==> config.mk <==
export PLATFORM = sky130hd
export DESIGN_NAME = wb_stage_flat
export DESIGN_NICKNAME = d
export VERILOG_FILES = /design/src/rtl/wb_stage_if.sv /design/src/rtl/wb_stage.sv /design/src/flat_wrapper.sv
export SDC_FILE = /design/constraint.sdc
export NUM_CORES = 1
export LEC_CHECK = 0
export ABC_AREA = 1
export CAP_MARGIN = 20
export CORE_MARGIN = 3
export CORE_UTILIZATION = 50
export DETAILED_ROUTE_END_ITERATION = 12
export MAX_ROUTING_LAYER = met4
export PLACE_DENSITY = 0.86
export SLEW_MARGIN = 10
export SYNTH_ARGS = -nofsm -noshare
export SYNTH_HDL_FRONTEND = slang
export SYNTH_SLANG_ARGS = --single-unit
==> constraint.sdc <==
create_clock -name clk -period 4.4 [get_ports clk]
set_input_delay 0.66 -clock clk [delete_from_list [all_inputs] [get_ports clk]]
set_output_delay 0.66 -clock clk [all_outputs]
set_load 0.01 [all_outputs]
==> src/rtl/wb_stage_if.sv <==
// MEM->WB bus plus the write-back stage's outputs.
// The memory stage (master) drives the bus, and wb_stage (slave) consumes it.
interface wb_stage_if;
  logic         WB_valid;
  logic [117:0] MEM_WB_bus_r;
  logic         rf_wen;
  logic [4:0]   rf_wdest;
  logic [31:0]  rf_wdata;
  logic         WB_over;
  logic [4:0]   WB_wdest;
  logic         exc_valid;
  logic [31:0]  exc_pc;
  logic         cancel;
  logic [31:0]  WB_pc;
  logic [31:0]  HI_data;
  logic [31:0]  LO_data;

  modport master (
    output WB_valid, MEM_WB_bus_r,
    input  rf_wen, rf_wdest, rf_wdata, WB_over, WB_wdest,
           exc_valid, exc_pc, cancel, WB_pc, HI_data, LO_data
  );

  modport slave (
    input  WB_valid, MEM_WB_bus_r,
    output rf_wen, rf_wdest, rf_wdata, WB_over, WB_wdest,
           exc_valid, exc_pc, cancel, WB_pc, HI_data, LO_data
  );
endinterface

==> src/rtl/wb_stage.sv <==
// MIPS write-back stage: regfile write port, HI/LO, CP0 (STATUS/CAUSE/EPC/COUNT),
// and syscall/eret redirect with pipeline cancel. Single-cycle retire.
module wb_stage #(
  parameter logic [31:0] EXC_ENTRY = 32'h0000_0100,
  parameter int          COUNT_DIV = 2
) (
  input logic       clk,
  input logic       reset,
  wb_stage_if.slave wb
);

  typedef struct packed {
    logic        rf_wen;
    logic [4:0]  rf_wdest;
    logic [31:0] mem_result;
    logic [31:0] lo_result;
    logic        hi_write;
    logic        lo_write;
    logic        mfhi;
    logic        mflo;
    logic        mtc0;
    logic        mfc0;
    logic [7:0]  cp0r_addr;
    logic        syscall;
    logic        eret;
    logic [31:0] pc;
  } bus_t;

  // CP0 addresses are {rd[4:0], sel[2:0]}
  localparam logic [7:0] ADDR_COUNT  = {5'd9,  3'd0};
  localparam logic [7:0] ADDR_STATUS = {5'd12, 3'd0};
  localparam logic [7:0] ADDR_CAUSE  = {5'd13, 3'd0};
  localparam logic [7:0] ADDR_EPC    = {5'd14, 3'd0};
  localparam int         DIV_W       = (COUNT_DIV > 1) ? $clog2(COUNT_DIV) : 1;

  bus_t bus;
  assign bus = wb.MEM_WB_bus_r;

  logic [31:0]      hi, lo, epc, count;
  logic [7:0]       status_im;
  logic             status_exl;
  logic [4:0]       cause_exc;
  logic [DIV_W-1:0] div;
  logic             div_wrap;
  logic [31:0]      status, cause, cp0_rdata;
  logic             exc_take;

  assign status   = {16'b0, status_im, 6'b0, status_exl, 1'b0};
  assign cause    = {25'b0, cause_exc, 2'b0};
  assign div_wrap = (div == DIV_W'(COUNT_DIV - 1));

  // NOTE: every always_comb output gets a default first, so no path leaves it
  // unassigned and no latch is inferred.
  always_comb begin
    cp0_rdata = '0;
    case (bus.cp0r_addr)
      ADDR_STATUS: cp0_rdata = status;
      ADDR_CAUSE:  cp0_rdata = cause;
      ADDR_EPC:    cp0_rdata = epc;
      ADDR_COUNT:  cp0_rdata = count;
      default:     cp0_rdata = '0;
    endcase
  end

  assign exc_take     = wb.WB_valid & (bus.syscall | bus.eret);
  assign wb.WB_over   = wb.WB_valid;
  assign wb.rf_wen    = bus.rf_wen & wb.WB_valid & ~bus.syscall;
  assign wb.rf_wdest  = bus.rf_wdest;
  assign wb.WB_wdest  = bus.rf_wdest & {5{wb.WB_valid}};
  assign wb.rf_wdata  = !wb.WB_valid ? 32'b0     :
                        bus.mfhi     ? hi        :
                        bus.mflo     ? lo        :
                        bus.mfc0     ? cp0_rdata : bus.mem_result;
  assign wb.exc_valid = exc_take;
  assign wb.cancel    = exc_take;
  assign wb.exc_pc    = bus.syscall ? EXC_ENTRY : epc;
  assign wb.WB_pc     = bus.pc;
  assign wb.HI_data   = hi;
  assign wb.LO_data   = lo;

  // NOTE: state uses non-blocking assignments; a later assignment in this block
  // deliberately overrides an earlier one (COUNT load over increment, syscall
  // EXL over an mtc0 STATUS write in the same cycle).
  always_ff @(posedge clk) begin
    if (reset) begin
      hi         <= '0;
      lo         <= '0;
      epc        <= '0;
      count      <= '0;
      div        <= '0;
      status_im  <= '0;
      status_exl <= 1'b1;
      cause_exc  <= '0;
    end else begin
      div <= div_wrap ? '0 : div + DIV_W'(1);
      if (div_wrap) count <= count + 32'd1;

      if (wb.WB_valid) begin
        if (bus.hi_write) hi <= bus.mem_result;
        if (bus.lo_write) lo <= bus.lo_result;

        if (bus.mtc0) begin
          case (bus.cp0r_addr)
            ADDR_STATUS: begin
              status_im  <= bus.mem_result[15:8];
              status_exl <= bus.mem_result[1];
            end
            ADDR_EPC:   epc <= bus.mem_result;
            ADDR_COUNT: begin
              count <= bus.mem_result;
              div   <= '0;
            end
            default: ;
          endcase
        end

        if (bus.syscall) begin
          if (!status_exl) epc <= bus.pc;
          status_exl <= 1'b1;
          cause_exc  <= 5'd8;
        end else if (bus.eret) begin
          status_exl <= 1'b0;
        end
      end
    end
  end

endmodule
==> src/flat_wrapper.sv <==
// flat-port wrapper written by rule: the top's interface ports become plain ports
module wb_stage_flat 
#(
  parameter logic [31:0] EXC_ENTRY = 32'h0000_0100,
  parameter int          COUNT_DIV = 2
)
  (clk, reset, wb_WB_valid, wb_MEM_WB_bus_r, wb_rf_wen, wb_rf_wdest, wb_rf_wdata, wb_WB_over, wb_WB_wdest, wb_exc_valid, wb_exc_pc, wb_cancel, wb_WB_pc, wb_HI_data, wb_LO_data);
  wb_stage_if wb_i ();
  input logic clk;
  input logic reset;
  input wire logic [$bits(wb_i.WB_valid)-1:0] wb_WB_valid;
  input wire logic [$bits(wb_i.MEM_WB_bus_r)-1:0] wb_MEM_WB_bus_r;
  output wire logic [$bits(wb_i.rf_wen)-1:0] wb_rf_wen;
  output wire logic [$bits(wb_i.rf_wdest)-1:0] wb_rf_wdest;
  output wire logic [$bits(wb_i.rf_wdata)-1:0] wb_rf_wdata;
  output wire logic [$bits(wb_i.WB_over)-1:0] wb_WB_over;
  output wire logic [$bits(wb_i.WB_wdest)-1:0] wb_WB_wdest;
  output wire logic [$bits(wb_i.exc_valid)-1:0] wb_exc_valid;
  output wire logic [$bits(wb_i.exc_pc)-1:0] wb_exc_pc;
  output wire logic [$bits(wb_i.cancel)-1:0] wb_cancel;
  output wire logic [$bits(wb_i.WB_pc)-1:0] wb_WB_pc;
  output wire logic [$bits(wb_i.HI_data)-1:0] wb_HI_data;
  output wire logic [$bits(wb_i.LO_data)-1:0] wb_LO_data;
  assign wb_i.WB_valid = wb_WB_valid;
  assign wb_i.MEM_WB_bus_r = wb_MEM_WB_bus_r;
  assign wb_rf_wen = wb_i.rf_wen;
  assign wb_rf_wdest = wb_i.rf_wdest;
  assign wb_rf_wdata = wb_i.rf_wdata;
  assign wb_WB_over = wb_i.WB_over;
  assign wb_WB_wdest = wb_i.WB_wdest;
  assign wb_exc_valid = wb_i.exc_valid;
  assign wb_exc_pc = wb_i.exc_pc;
  assign wb_cancel = wb_i.cancel;
  assign wb_WB_pc = wb_i.WB_pc;
  assign wb_HI_data = wb_i.HI_data;
  assign wb_LO_data = wb_i.LO_data;
  wb_stage #(.EXC_ENTRY(EXC_ENTRY), .COUNT_DIV(COUNT_DIV)) u_core (.clk(clk), .reset(reset), .wb(wb_i));
endmodule
# After elaboration in Yosys (flattened, before gate mapping)
# Cells that the tools add are included.
# totals
ff_bits,139
output_inout_bits,174
wordCells,49
# classes
n_bitwise,6
n_eq_ne,4
addsub,2
n_mux,22
n_reduce_logical,7
# op_table
operator,n
$mux 32,13
$pmux 32 s4,1
$add 32x1->32 const B,1
$eq 8x7->1 const B,4
$mux 1,8
$reduce_and 2->1,3
$reduce_and 3->1,2
$reduce_bool 3->1,2
$and 5x5->5,1
$and 1x1->1,3
$add 1x1->1 const B,1
$not 1->1,1
$or 1x1->1,1

# Logic depth before layout (Yosys ltp)
# Gate-level depths: netlist (run 1).
# logic_depth
ltp_word,6
depth_mapped,11

# Least setup slack after synthesis (run 1)
# OpenSTA, ideal clock, no wires.
# synth_timing
kind,input-to-output
start,in wb_MEM_WB_bus_r[41]
end,out wb_rf_wdata[20]
t_arrival_ns,1.723
stages,11
path_slack_ns,2.017
path_cell_list,inv_1 > nand2_2 > nor2_1 > nand2_2 > buf_6 > clkinv_2 > buf_6 > nand2_1 > o211ai_1 > nand3_1 > a21oi_1
# synth_between
elab_chain_len,6
word_cells_on_any_way,9
classes_between,eq/ne: 4; mux: 5
# synth_lines
item,line,rtl
"start, declared",flat_wrapper.sv:12,input wire logic [$bits(wb_i.MEM_WB_bus_r)-1:0] wb_MEM_WB_bus_r;
$eq 8x7->1,wb_stage.sv:56,case (bus.cp0r_addr)
$pmux 32 s4 *,wb_stage.sv:56,
$mux 32 *,wb_stage.sv:73,bus.mfc0 ? cp0_rdata : bus.mem_result;
$mux 32 *,wb_stage.sv:72,bus.mflo ? lo :
$mux 32 *,wb_stage.sv:71,bus.mfhi ? hi :
$mux 32 *,wb_stage.sv:70,assign wb.rf_wdata = !wb.WB_valid ? 32'b0 :
"end, declared",flat_wrapper.sv:15,output wire logic [$bits(wb_i.rf_wdata)-1:0] wb_rf_wdata;
# Every way passes the cells marked *; elsewhere a longest branch is shown, timed or not.

# Worst setup path after layout (run 1)
# layout_timing
start,in wb_MEM_WB_bus_r[39]
end,out wb_rf_wdata[19]
# The elaborated chain is that of the path after synthesis.

==> impl_metrics.env, run 1 <==
export IMPL_place_congestion=0.9774
export IMPL_synth_most_common_cell="nand2_1"
export IMPL_drt_wl_total_um=33400
export IMPL_syn_inst=1443
export IMPL_slew_viol_final=0
export IMPL_whs_path_depth=2
export IMPL_worstHoldPathType="register to register"
export IMPL_seq_power_share_pct=39.3
export IMPL_grt_max_degree=65
export IMPL_synth_top_family_by_area="simple AND/OR/NAND/NOR gates"
export IMPL_synth_area_leaders="dfxtp_1, nand2_1, a21oi_1"
export IMPL_seq_area_frac_synth_pct=31.35
export IMPL_grt_overflow_total=0
export IMPL_synth_top_cell_area_share_pct=31.35
export IMPL_switching_share_pct=30.34
export IMPL_endpoint_kind="output pin"
export IMPL_route_detailed_drc=0
export IMPL_htree_levels=4
export IMPL_fmax_ghz=0.2679
export IMPL_grt_pass1_vias=10049
export IMPL_numPortBuffers=294
export IMPL_rsz0062_at_grt="no"
export IMPL_drt_iter0_markers=973
export IMPL_post_cts_buffers=0
export IMPL_area_delta_synth_final_pct=37.27
export IMPL_io_pin_count=295
export IMPL_intPower_mw=2.423
export IMPL_ys_warn_count=0
export IMPL_m1WireLength_um=13060
export IMPL_cts_buffers=17
export IMPL_wire_per_inst_um=17.71
export IMPL_vias_per_cell=5.582
export IMPL_synth_top_flop_cell="dfxtp_1"
export IMPL_netlist_top_cells_count="nand2_1, a21oi_1, o21ai_0"
export IMPL_cts_repair_resized=0
export IMPL_routed_wl_met2_um=16480
export IMPL_path_class="primary input to output pin"
export IMPL_synth_seq_cells=139
export IMPL_dp_hpwl_um=24580
export IMPL_grt_pass1_wl_um=52960
export IMPL_yosys_area_share_simple_pct=32.59
export IMPL_period_needed_ns=3.733
export IMPL_antenna_diode_count=0
export IMPL_r2r_slack_ns=2.53
export IMPL_worstRegToRegCells=7
export IMPL_required_ns=3.74
export IMPL_timing_final_crit_share_pct=84.84
export IMPL_synth_nets=1565
export IMPL_fin_tns_setup_ns=0
export IMPL_leakagePower_nw=4.884
export IMPL_final_nets=1770
export IMPL_fillers=1578
export IMPL_cts_sinks=139
export IMPL_cp_arrival_ns=3.07
export IMPL_synthesis_area_sq_mm=0.008877
export IMPL_startpoint_type="primary input"
export IMPL_synth_mux_area_share_pct=0
export IMPL_core_area_sq_mm=0.01736
export IMPL_fin_skew_ns=0.006129
export IMPL_status="finished, final reports clean"
export IMPL_drt_pass1_iterations=6
export IMPL_max_cap_violations=0
export IMPL_num_rows=48
export IMPL_cts_path_max_buffers=2
export IMPL_p_sw_mw=1.056
export IMPL_setup_violations=0
export IMPL_cts_tree="done"
export IMPL_root_buffer="clkbuf_16"
export IMPL_cellPowerDensity_mw_per_mm2=285.5
export IMPL_die_area_sq_mm=0.01939
export IMPL_die_w_um=139.2
export IMPL_clk_pin_slew_ns=0.06
export IMPL_hold_slack_ns=0.4710
export IMPL_postRouteAntennaNets=0
export IMPL_reg2reg_to="u_core.count[24]"
export IMPL_cp_startpoint="wb_MEM_WB_bus_r[39]"
export IMPL_yosysUniqueCellTypes=42
export IMPL_post_route_cells_drive_above_1_share_pct=6.623
export IMPL_slew_headroom_pct=34.62
export IMPL_yosys_area_share_adder_pct=0.1409
export IMPL_worst_slew_pin_slew_ns=0.9796
export IMPL_hp_start="u_core.status_im[2]"
export IMPL_antenna_found_initial=0
export IMPL_yosysTopAreaCell="dfxtp_1"
export IMPL_synth_compound_area_share_pct=19.99
export IMPL_ir_worst_vdd_mv=0.2671
export IMPL_worstPathMaxFanout=13
export IMPL_finalHoldViolCount=0
export IMPL_initial_core_util_pct=51.15
export IMPL_wl_met3_um=2091
export IMPL_finalPower_mw=3.479
export IMPL_holdPathEnd="u_core.status_im[2]"
export IMPL_clkPwrFrac_pct=41.2
export IMPL_die_h_um=139.2
export IMPL_grt_total_usage_pct=34.47
export IMPL_synth_edf_count=0
export IMPL_synth_xor_area_share_pct=0.7893
export IMPL_reg2reg_from="u_core.div"
export IMPL_vias=10528
export IMPL_highest_layer="met4"
export IMPL_async_reset_ff_share_pct=0
export IMPL_avgSynthCellArea_sq_um=6.152
export IMPL_comb_power_share_pct=19.5
export IMPL_ctsHoldBuffers=0
export IMPL_clk_insertion_delay_late_ns=0.43
-- placed cells by master, fill, tap and decap left out, types with 4 or more instances in the layout --
cell             instances
a21oi_1                156
buf_16                   4
buf_4                   18
clkbuf_16               17
clkdlybuf4s50_1        292
dfxtp_1                139
inv_1                  152
inv_2                    8
inv_6                    4
inv_8                    6
nand2_1                315
nand2_2                 11
nand3_1                130
nand4_1                 10
nor2_1                 150
nor2_2                   6
nor2_4                   9
nor3_1                   4
o211ai_1                24
o21ai_0                155
or2_2                   12
xnor2_1                  4
xor2_1                   4
-- critical path: stages --
cell and delay (ns):
clkdlybuf4s50_1 0.50, nand2_1 0.07, nor2_1 0.12, buf_4 0.19, nand2_2 0.22, clkinv_2 0.24, nand2_1 0.07, o211ai_1 0.09
nand3_1 0.12, a21oi_1 0.20, clkdlybuf4s50_1 0.58
-- per-layer routing --
layer,vias up,global-route usage [%]
met3,111,4.914
li1,5053,-
met2,530,58.04
met4,0,17.46
met5,-,-
met1,4834,40.10
-- logic make-up (layout without fill, tap and decap cells) --
group           Yosys count  count (layout)
simple gates            662             662
buf+inv                 292             510
xor+xnor                  8               8
compound gates          341             341
fa+ha+maj                 1               1
flops                   139             139
-- area by class of cell --
type	instances	area, sq um	share of cell area [%]
clock buffers	18	439.2	3.604
clock inverters	14	145.1	1.191
inverters	162	609.3	5.001
multi-input cells	1012	4750	38.98
flip-flops and latches	139	2783	22.84
well taps	225	281.5	2.310
repair buffers	316	3178	26.08
-- flip-flops by register name, indices dropped and copies added (netlist names) --
name and cells:
u_core.count 32, u_core.epc 32, u_core.status_im 8, u_core.status_exl 1, u_core.wb.LO_data 32, u_core.wb.HI_data 32, u_core.cause_exc 1, u_core.div 1
-- power groups by stage --
stage          combinational (mW)  sequential [mW]  clock [mW]
3_5_place_dp                0.662             1.39           0
5_1_grt                     0.735             1.37        1.50
6_report                    0.679             1.37        1.43
3_3_place_gp                0.652             1.39           0
2_1_floorplan               0.308             1.39           0
4_1_cts                     0.667             1.36        1.43
-- per-stage QoR --
| stage | util, % | worst slack, ns | instances | cell area, sq um |
|---|---|---|---|---|
| 6_report | 70.21 | 0.6672 | 1886 | 12190 |
| 3_3_place_gp | 66.21 | 0.7888 | 1850 | 11490 |
| 5_1_grt | 70.21 | 0.5377 | 1886 | 12190 |
| 4_1_cts | 69.57 | 0.7307 | 1882 | 12080 |
| 2_1_floorplan | - | 2.017 | 1443 | 8877 |
| 3_5_place_dp | 66.21 | 0.7348 | 1850 | 11490 |
-- worst max path at each step --
stage / endpoint / cells after the start
after detailed placement: wb_rf_wdata[24] / 11
after global placement: wb_rf_wdata[7] / 10
after CTS: wb_rf_wdata[24] / 11
after global routing: wb_rf_wdata[19] / 11
final: wb_rf_wdata[19] / 11
after floorplan: wb_rf_wdata[20] / 11
Note: power is estimated with default switching activity, not from simulation.
==> inputs of run 2 (changes only) <==
--- a/config.mk
+++ b/config.mk
@@ -8,10 +8,10 @@
 export ABC_AREA = 1
 export CAP_MARGIN = 20
 export CORE_MARGIN = 3
-export CORE_UTILIZATION = 50
+export CORE_UTILIZATION = 42
 export DETAILED_ROUTE_END_ITERATION = 12
 export MAX_ROUTING_LAYER = met4
-export PLACE_DENSITY = 0.86
+export PLACE_DENSITY = 0.77
 export SLEW_MARGIN = 10
 export SYNTH_ARGS = -nofsm -noshare
 export SYNTH_HDL_FRONTEND = slang
==> constraint.sdc (replaced) <==
create_clock -name clk -period 3.35 [get_ports clk]
set_input_delay 0.5025 -clock clk [delete_from_list [all_inputs] [get_ports clk]]
set_output_delay 0.5025 -clock clk [all_outputs]
set_load 0.01 [all_outputs]
==> impl_metrics.env, run 2 (same netlist as run 1, synthesis figures left out) <==
export IMPL_startpoint_type="primary input"
export IMPL_die_h_um=151.4
export IMPL_root_buffer="clkbuf_16"
export IMPL_period_needed_ns=3.214
export IMPL_cp_arrival_ns=2.71
export IMPL_wire_per_inst_um=17.73
export IMPL_final_nets=1784
export IMPL_grt_pass1_wl_um=52880
export IMPL_instances_no_fill=1945
export IMPL_numPortBuffers=294
export IMPL_multi_input_area_sq_mm=0.004750
export IMPL_clk_insertion_delay_late_ns=0.44
export IMPL_area_delta_synth_final_pct=38.89
export IMPL_die_area_sq_mm=0.02292
export IMPL_finalHoldViolCount=0
export IMPL_final_util_pct=60.16
export IMPL_layout_commonest_cell="nand2_1"
export IMPL_reg2reg_to="u_core.count[16]"
export IMPL_worstPathMaxFanout=10
export IMPL_initial_core_util_pct=43.32
export IMPL_vias_per_cell=5.327
export IMPL_io_pin_count=295
export IMPL_cp_slowest_cell="clkdlybuf4s50_1"
export IMPL_fillers=1948
export IMPL_post_route_cells_drive_above_1_share_pct=7.403
export IMPL_antenna_found_initial=0
export IMPL_htree_levels=4
export IMPL_cts_buffers=17
export IMPL_endpoint="wb_rf_wdata[15]"
export IMPL_reg2reg_from="u_core.count[0]"
export IMPL_num_rows=52
export IMPL_slew_viol_final=0
export IMPL_place_congestion=0.9550
export IMPL_antenna_diode_count=0
export IMPL_drt_wl_total_um=34490
export IMPL_fin_skew_ns=0.006249
export IMPL_grt_pass1_vias=9805
export IMPL_final_cell_mix="nand2_1, clkdlybuf4s50_1, a21oi_1, o21ai_0, inv_1"
export IMPL_clk_pin_slew_ns=0.06
export IMPL_vias=10361
export IMPL_cts_tree="done"
export IMPL_route_detailed_drc=0
export IMPL_fin_tns_setup_ns=0
export IMPL_ctsHoldBuffers=0
export IMPL_ir_worst_vdd_mv=0.3463
export IMPL_cts_path_max_buffers=2
export IMPL_regArea_sq_mm=0.002783
export IMPL_cp_common_cell="nand2_1"
export IMPL_cp_startpoint="wb_MEM_WB_bus_r[39]"
export IMPL_endpoint_kind="output pin"
export IMPL_cp_cell_sequence="clkdlybuf4s50_1 > nand2_1 > nor2_1 > buf_4 > nand3_1 > nand3_1 > nand2_1 > nand2_1 > nand2_1 > a21oi_1 > clkdlybuf4s50_1"
export IMPL_fmax_ghz=0.3111
export IMPL_dp_hpwl_um=26240
export IMPL_drt_iter0_markers=754
export IMPL_core_area_sq_mm=0.02049
export IMPL_post_cts_buffers=0
export IMPL_setup_violations=0
export IMPL_slew_headroom_pct=29.89
export IMPL_postRouteAntennaNets=0
export IMPL_leakagePower_nw=4.925
export IMPL_worst_slew_pin_slew_ns=1.050
export IMPL_max_cap_violations=0
export IMPL_cts_repair_resized=0
export IMPL_worstHoldPathType="register to register"
export IMPL_status="finished, final reports clean"
export IMPL_grt_overflow_total=0
export IMPL_drt_pass1_iterations=7
export IMPL_slowest_delay_ns=0.58
export IMPL_path_class="primary input to output pin"
export IMPL_grt_max_degree=54
export IMPL_rsz0062_at_grt="no"
export IMPL_cellPowerDensity_mw_per_mm2=377.2
export IMPL_die_w_um=151.4
export IMPL_grt_total_usage_pct=30.23
export IMPL_hold_slack_ns=0.4741
export IMPL_required_ns=2.85
export IMPL_r2r_slack_ns=1.51
export IMPL_cts_sinks=139
export IMPL_timing_final_crit_share_pct=95.95
export IMPL_worstRegToRegCells=7
export IMPL_place_inst=1912
-- run 2: worst min-delay path by stage --
stage,cells after the start,start,slack (ns),endpoint
after global placement,2,u_core.cause_exc[3],0.45,u_core.cause_exc[3]
after detailed placement,2,u_core.cause_exc[3],0.46,u_core.cause_exc[3]
after floorplan,2,u_core.cause_exc[3],0.44,u_core.cause_exc[3]
after CTS,2,u_core.status_im[2],0.48,u_core.status_im[2]
final,2,u_core.cause_exc[3],0.47,u_core.cause_exc[3]
after global routing,2,u_core.epc[16],0.50,u_core.epc[16]
-- run 2: critical path: cells and delay by family --
family,cells,cell delay [ns]
AOI/OAI and AO/OA,1,0.17
buffers and inverters,3,1.31
and+or+nand+nor,7,0.74
-- run 2: layout make-up --
type | count | area share, %
Sequential cell | 139 | 22.57
Clock inverter | 14 | 1.319
Inverter | 162 | 4.942
Multi-Input combinational cell | 1012 | 38.52
Clock buffer | 18 | 3.562
Timing Repair Buffer | 330 | 26.34
Tap cell | 270 | 2.740
-- run 2: where the power goes --
group	internal, mW	leakage [nW]	switching (mW)	total (mW)
logic	0.448	3.51	0.449	0.897
clock network	1.13	0.282	0.826	1.96
registers	1.72	1.14	0.0701	1.79
-- run 2: per-layer routing --
| metal | GRT usage (%) | up-vias | part of all wire, % |
|---|---|---|---|
| met5 | - | - | 0 |
| met4 | 13.55 | 0 | 4.1 |
| met3 | 4.728 | 97 | 6.5 |
| met2 | 50.90 | 456 | 50 |
| met1 | 35.57 | 4741 | 40 |
| li1 | - | 5067 | - |
-- run 2: metrics by stage --
stage,total power [mW],instance area [sq um],setup slack [ns]
detailed placement,2.721,11700,0.1353
CTS,4.649,12300,0.1199
finish,4.650,12330,0.1356
global placement,2.709,11700,0.1780
floorplan,2.236,8877,1.282
global route,4.805,12330,0.001461
==> inputs of run 3 (changes only) <==
--- a/config.mk
+++ b/config.mk
@@ -5,10 +5,10 @@
 export SDC_FILE = /design/constraint.sdc
 export NUM_CORES = 1
 export LEC_CHECK = 0
-export ABC_AREA = 1
+export ABC_AREA = 0
 export CAP_MARGIN = 20
 export CORE_MARGIN = 3
-export CORE_UTILIZATION = 42
+export CORE_UTILIZATION = 41
 export DETAILED_ROUTE_END_ITERATION = 12
 export MAX_ROUTING_LAYER = met4
 export PLACE_DENSITY = 0.77
==> impl_metrics.env, run 3 <==
export IMPL_status="finished, final reports clean"
export IMPL_slew_viol_final=0
export IMPL_fillers=1790
export IMPL_postRouteAntennaNets=0
export IMPL_synth_top_cell_area_share_pct=33.93
export IMPL_ir_worst_vdd_mv=0.3198
export IMPL_grt_pass1_vias=9140
export IMPL_die_h_um=147.4
export IMPL_route_detailed_drc=0
export IMPL_worstPathMaxFanout=29
export IMPL_avgSynthCellArea_sq_um=7.483
export IMPL_final_nets=1442
export IMPL_drt_iter0_markers=951
export IMPL_synth_top_family_by_area="simple AND/OR/NAND/NOR gates"
export IMPL_grt_pass1_wl_um=51950
export IMPL_wire_per_inst_um=21.29
export IMPL_num_rows=51
export IMPL_initial_core_util_pct=42.00
export IMPL_endpoint_kind="output pin"
export IMPL_max_cap_violations=0
export IMPL_clk_pin_slew_ns=0.06
export IMPL_required_ns=2.85
export IMPL_area_delta_synth_final_pct=44.91
export IMPL_cts_path_max_buffers=2
export IMPL_yosysTopAreaCell="dfxtp_1"
export IMPL_htree_levels=4
export IMPL_synth_edf_count=0
export IMPL_worstHoldPathType="register to register"
export IMPL_cp_arrival_ns=2.77
export IMPL_drt_pass1_iterations=7
export IMPL_seq_area_frac_synth_pct=33.93
export IMPL_synth_xor_area_share_pct=1.602
export IMPL_synth_mux_area_share_pct=2.273
export IMPL_synth_most_common_cell="nand2_1"
export IMPL_post_cts_buffers=0
export IMPL_layout_commonest_cell="clkdlybuf4s50_1"
export IMPL_cts_buffers=17
export IMPL_finalHoldViolCount=0
export IMPL_final_cell_mix="clkdlybuf4s50_1, nand2_1, dfxtp_1, nor2_1, a21oi_1"
export IMPL_yosys_area_share_simple_pct=28.36
export IMPL_synth_compound_area_share_pct=23.02
export IMPL_cts_tree="done"
export IMPL_drt_wl_total_um=34050
export IMPL_vias=9266
export IMPL_io_pin_count=295
export IMPL_vias_per_cell=5.795
export IMPL_timing_final_ws_setup_ns=0.07867
export IMPL_place_inst=1565
export IMPL_dp_slack_ns=0.06503
export IMPL_synth_top_flop_cell="dfxtp_1"
export IMPL_synth_seq_cells=139
export IMPL_die_area_sq_mm=0.02174
export IMPL_numPortBuffers=294
export IMPL_slew_headroom_pct=47.70
export IMPL_period_needed_ns=3.271
export IMPL_path_class="primary input to output pin"
export IMPL_dp_hpwl_um=25240
export IMPL_root_buffer="clkbuf_16"
export IMPL_rsz0062_at_grt="no"
export IMPL_synth_area_leaders="dfxtp_1, nand2_1, a21oi_1"
export IMPL_yosys_area_share_adder_pct=0.1526
export IMPL_timing_final_crit_share_pct=97.65
export IMPL_cts_sinks=139
export IMPL_fmax_ghz=0.3057
export IMPL_netlist_top_cells_count="nand2_1, dfxtp_1, nor2_1"
export IMPL_hold_slack_ns=0.4645
export IMPL_core_area_sq_mm=0.01953
export IMPL_synthesis_area_sq_mm=0.008202
export IMPL_finalPower_mw=4.495
export IMPL_die_w_um=147.4
export IMPL_synth_nets=1218
export IMPL_syn_inst=1096
export IMPL_grt_overflow_total=0
export IMPL_clk_insertion_delay_late_ns=0.43
export IMPL_instances_no_fill=1599
export IMPL_setup_violations=0
export IMPL_ys_warn_count=0
export IMPL_fin_tns_setup_ns=0
export IMPL_cellPowerDensity_mw_per_mm2=378.2
export IMPL_grt_total_usage_pct=31.41
export IMPL_async_reset_ff_share_pct=0
export IMPL_startpoint_type="primary input"
export IMPL_fin_skew_ns=0.009085
export IMPL_worst_slew_pin_slew_ns=0.7844
export IMPL_post_route_cells_drive_above_1_share_pct=7.502
export IMPL_yosysUniqueCellTypes=58
export IMPL_leakagePower_nw=4.035
export IMPL_grt_max_degree=73
export IMPL_antenna_found_initial=1
export IMPL_place_congestion=0.9687
==> run 3: cell count changes after synthesis, sizes merged, moves of 61 or more <==
cell / previous run / this run
nor2: 165 / 104
inv: 160 / 43
nor2b: 0 / 66
a21oi: 156 / 89
o21ai: 156 / 29
nand3: 133 / 65
nand2: 327 / 143
==> run 3: cell families (layout without fill, tap and decap cells) <==
logic type / after synthesis / in the layout
muxes: 18 / 18
buffers and inverters: 183 / 420
and+or+nand+nor: 471 / 471
xor gates and xnor gates: 15 / 15
adders and majority gates: 1 / 1
DFF: 139 / 139
other: 0 / 1
AOI/OAI and AO/OA: 269 / 269
==> run 3: critical path: stages <==
cell and delay, ns:
clkdlybuf4s50_1 0.53, nor4bb_4 0.44, buf_12 0.23, nand4_1 0.11, a31oi_1 0.21, o31a_1 0.16
clkdlybuf4s50_1 0.58
==> run 3: per-stage QoR <==
step	instance area, sq um	utilization [%]
floorplan	8202	-
global placement	11280	57.79
detailed placement	11280	57.79
CTS	11870	60.77
global route	11890	60.87
finish	11890	60.87
==> run 3: final timing paths <==
kind,from,endpoint,slack (ns),depth (start not counted)
min,u_core.wb.LO_data[11],u_core.wb.LO_data[11],0.46,2
min reg2reg,u_core.wb.LO_data[11],u_core.wb.LO_data[11],0.46,2
max,wb_MEM_WB_bus_r[40],wb_rf_wdata[13],0.08,7
max reg2reg,u_core.count[0],u_core.count[20],1.04,5
==> run 3: where the power goes <==
part | switching [mW] | leakage [nW] | total [mW] | internal, mW
registers | 0.0655 | 1.13 | 1.78 | 1.71
clock network | 0.739 | 0.284 | 1.87 | 1.14
logic | 0.406 | 2.62 | 0.841 | 0.435
==> run 3: layout make-up <==
class | count | area [sq um] | area share (%)
multi-input combinational | 774 | 4579 | 38.53
timing repair buffer | 345 | 3446 | 28.99
sequential | 139 | 2783 | 23.41
clock buffer | 22 | 464.2 | 3.906
tap | 265 | 331.6 | 2.790
inverter | 43 | 161.4 | 1.358
clock inverter | 10 | 117.6 | 0.9896
antenna | 1 | 2.502 | 0.02105
==> run 3: metal layers <==
layer / GRT usage [%] / share of wire, % / routed length (um)
met5: - / 0 / 0
met4: 16.73 / 6.2 / 2114
met3: 5.855 / 7.3 / 2486
met2: 52.63 / 48 / 16340
met1: 35.77 / 38 / 13100
==> run 3: timing repair <==
| action | CTS | global route |
|---|---|---|
| hold buffers | 0 | 0 |
| setup endpoints to repair | 0 | 2 |
| resized for setup | 0 | 1 |
| hold endpoints to repair | 0 | 0 |
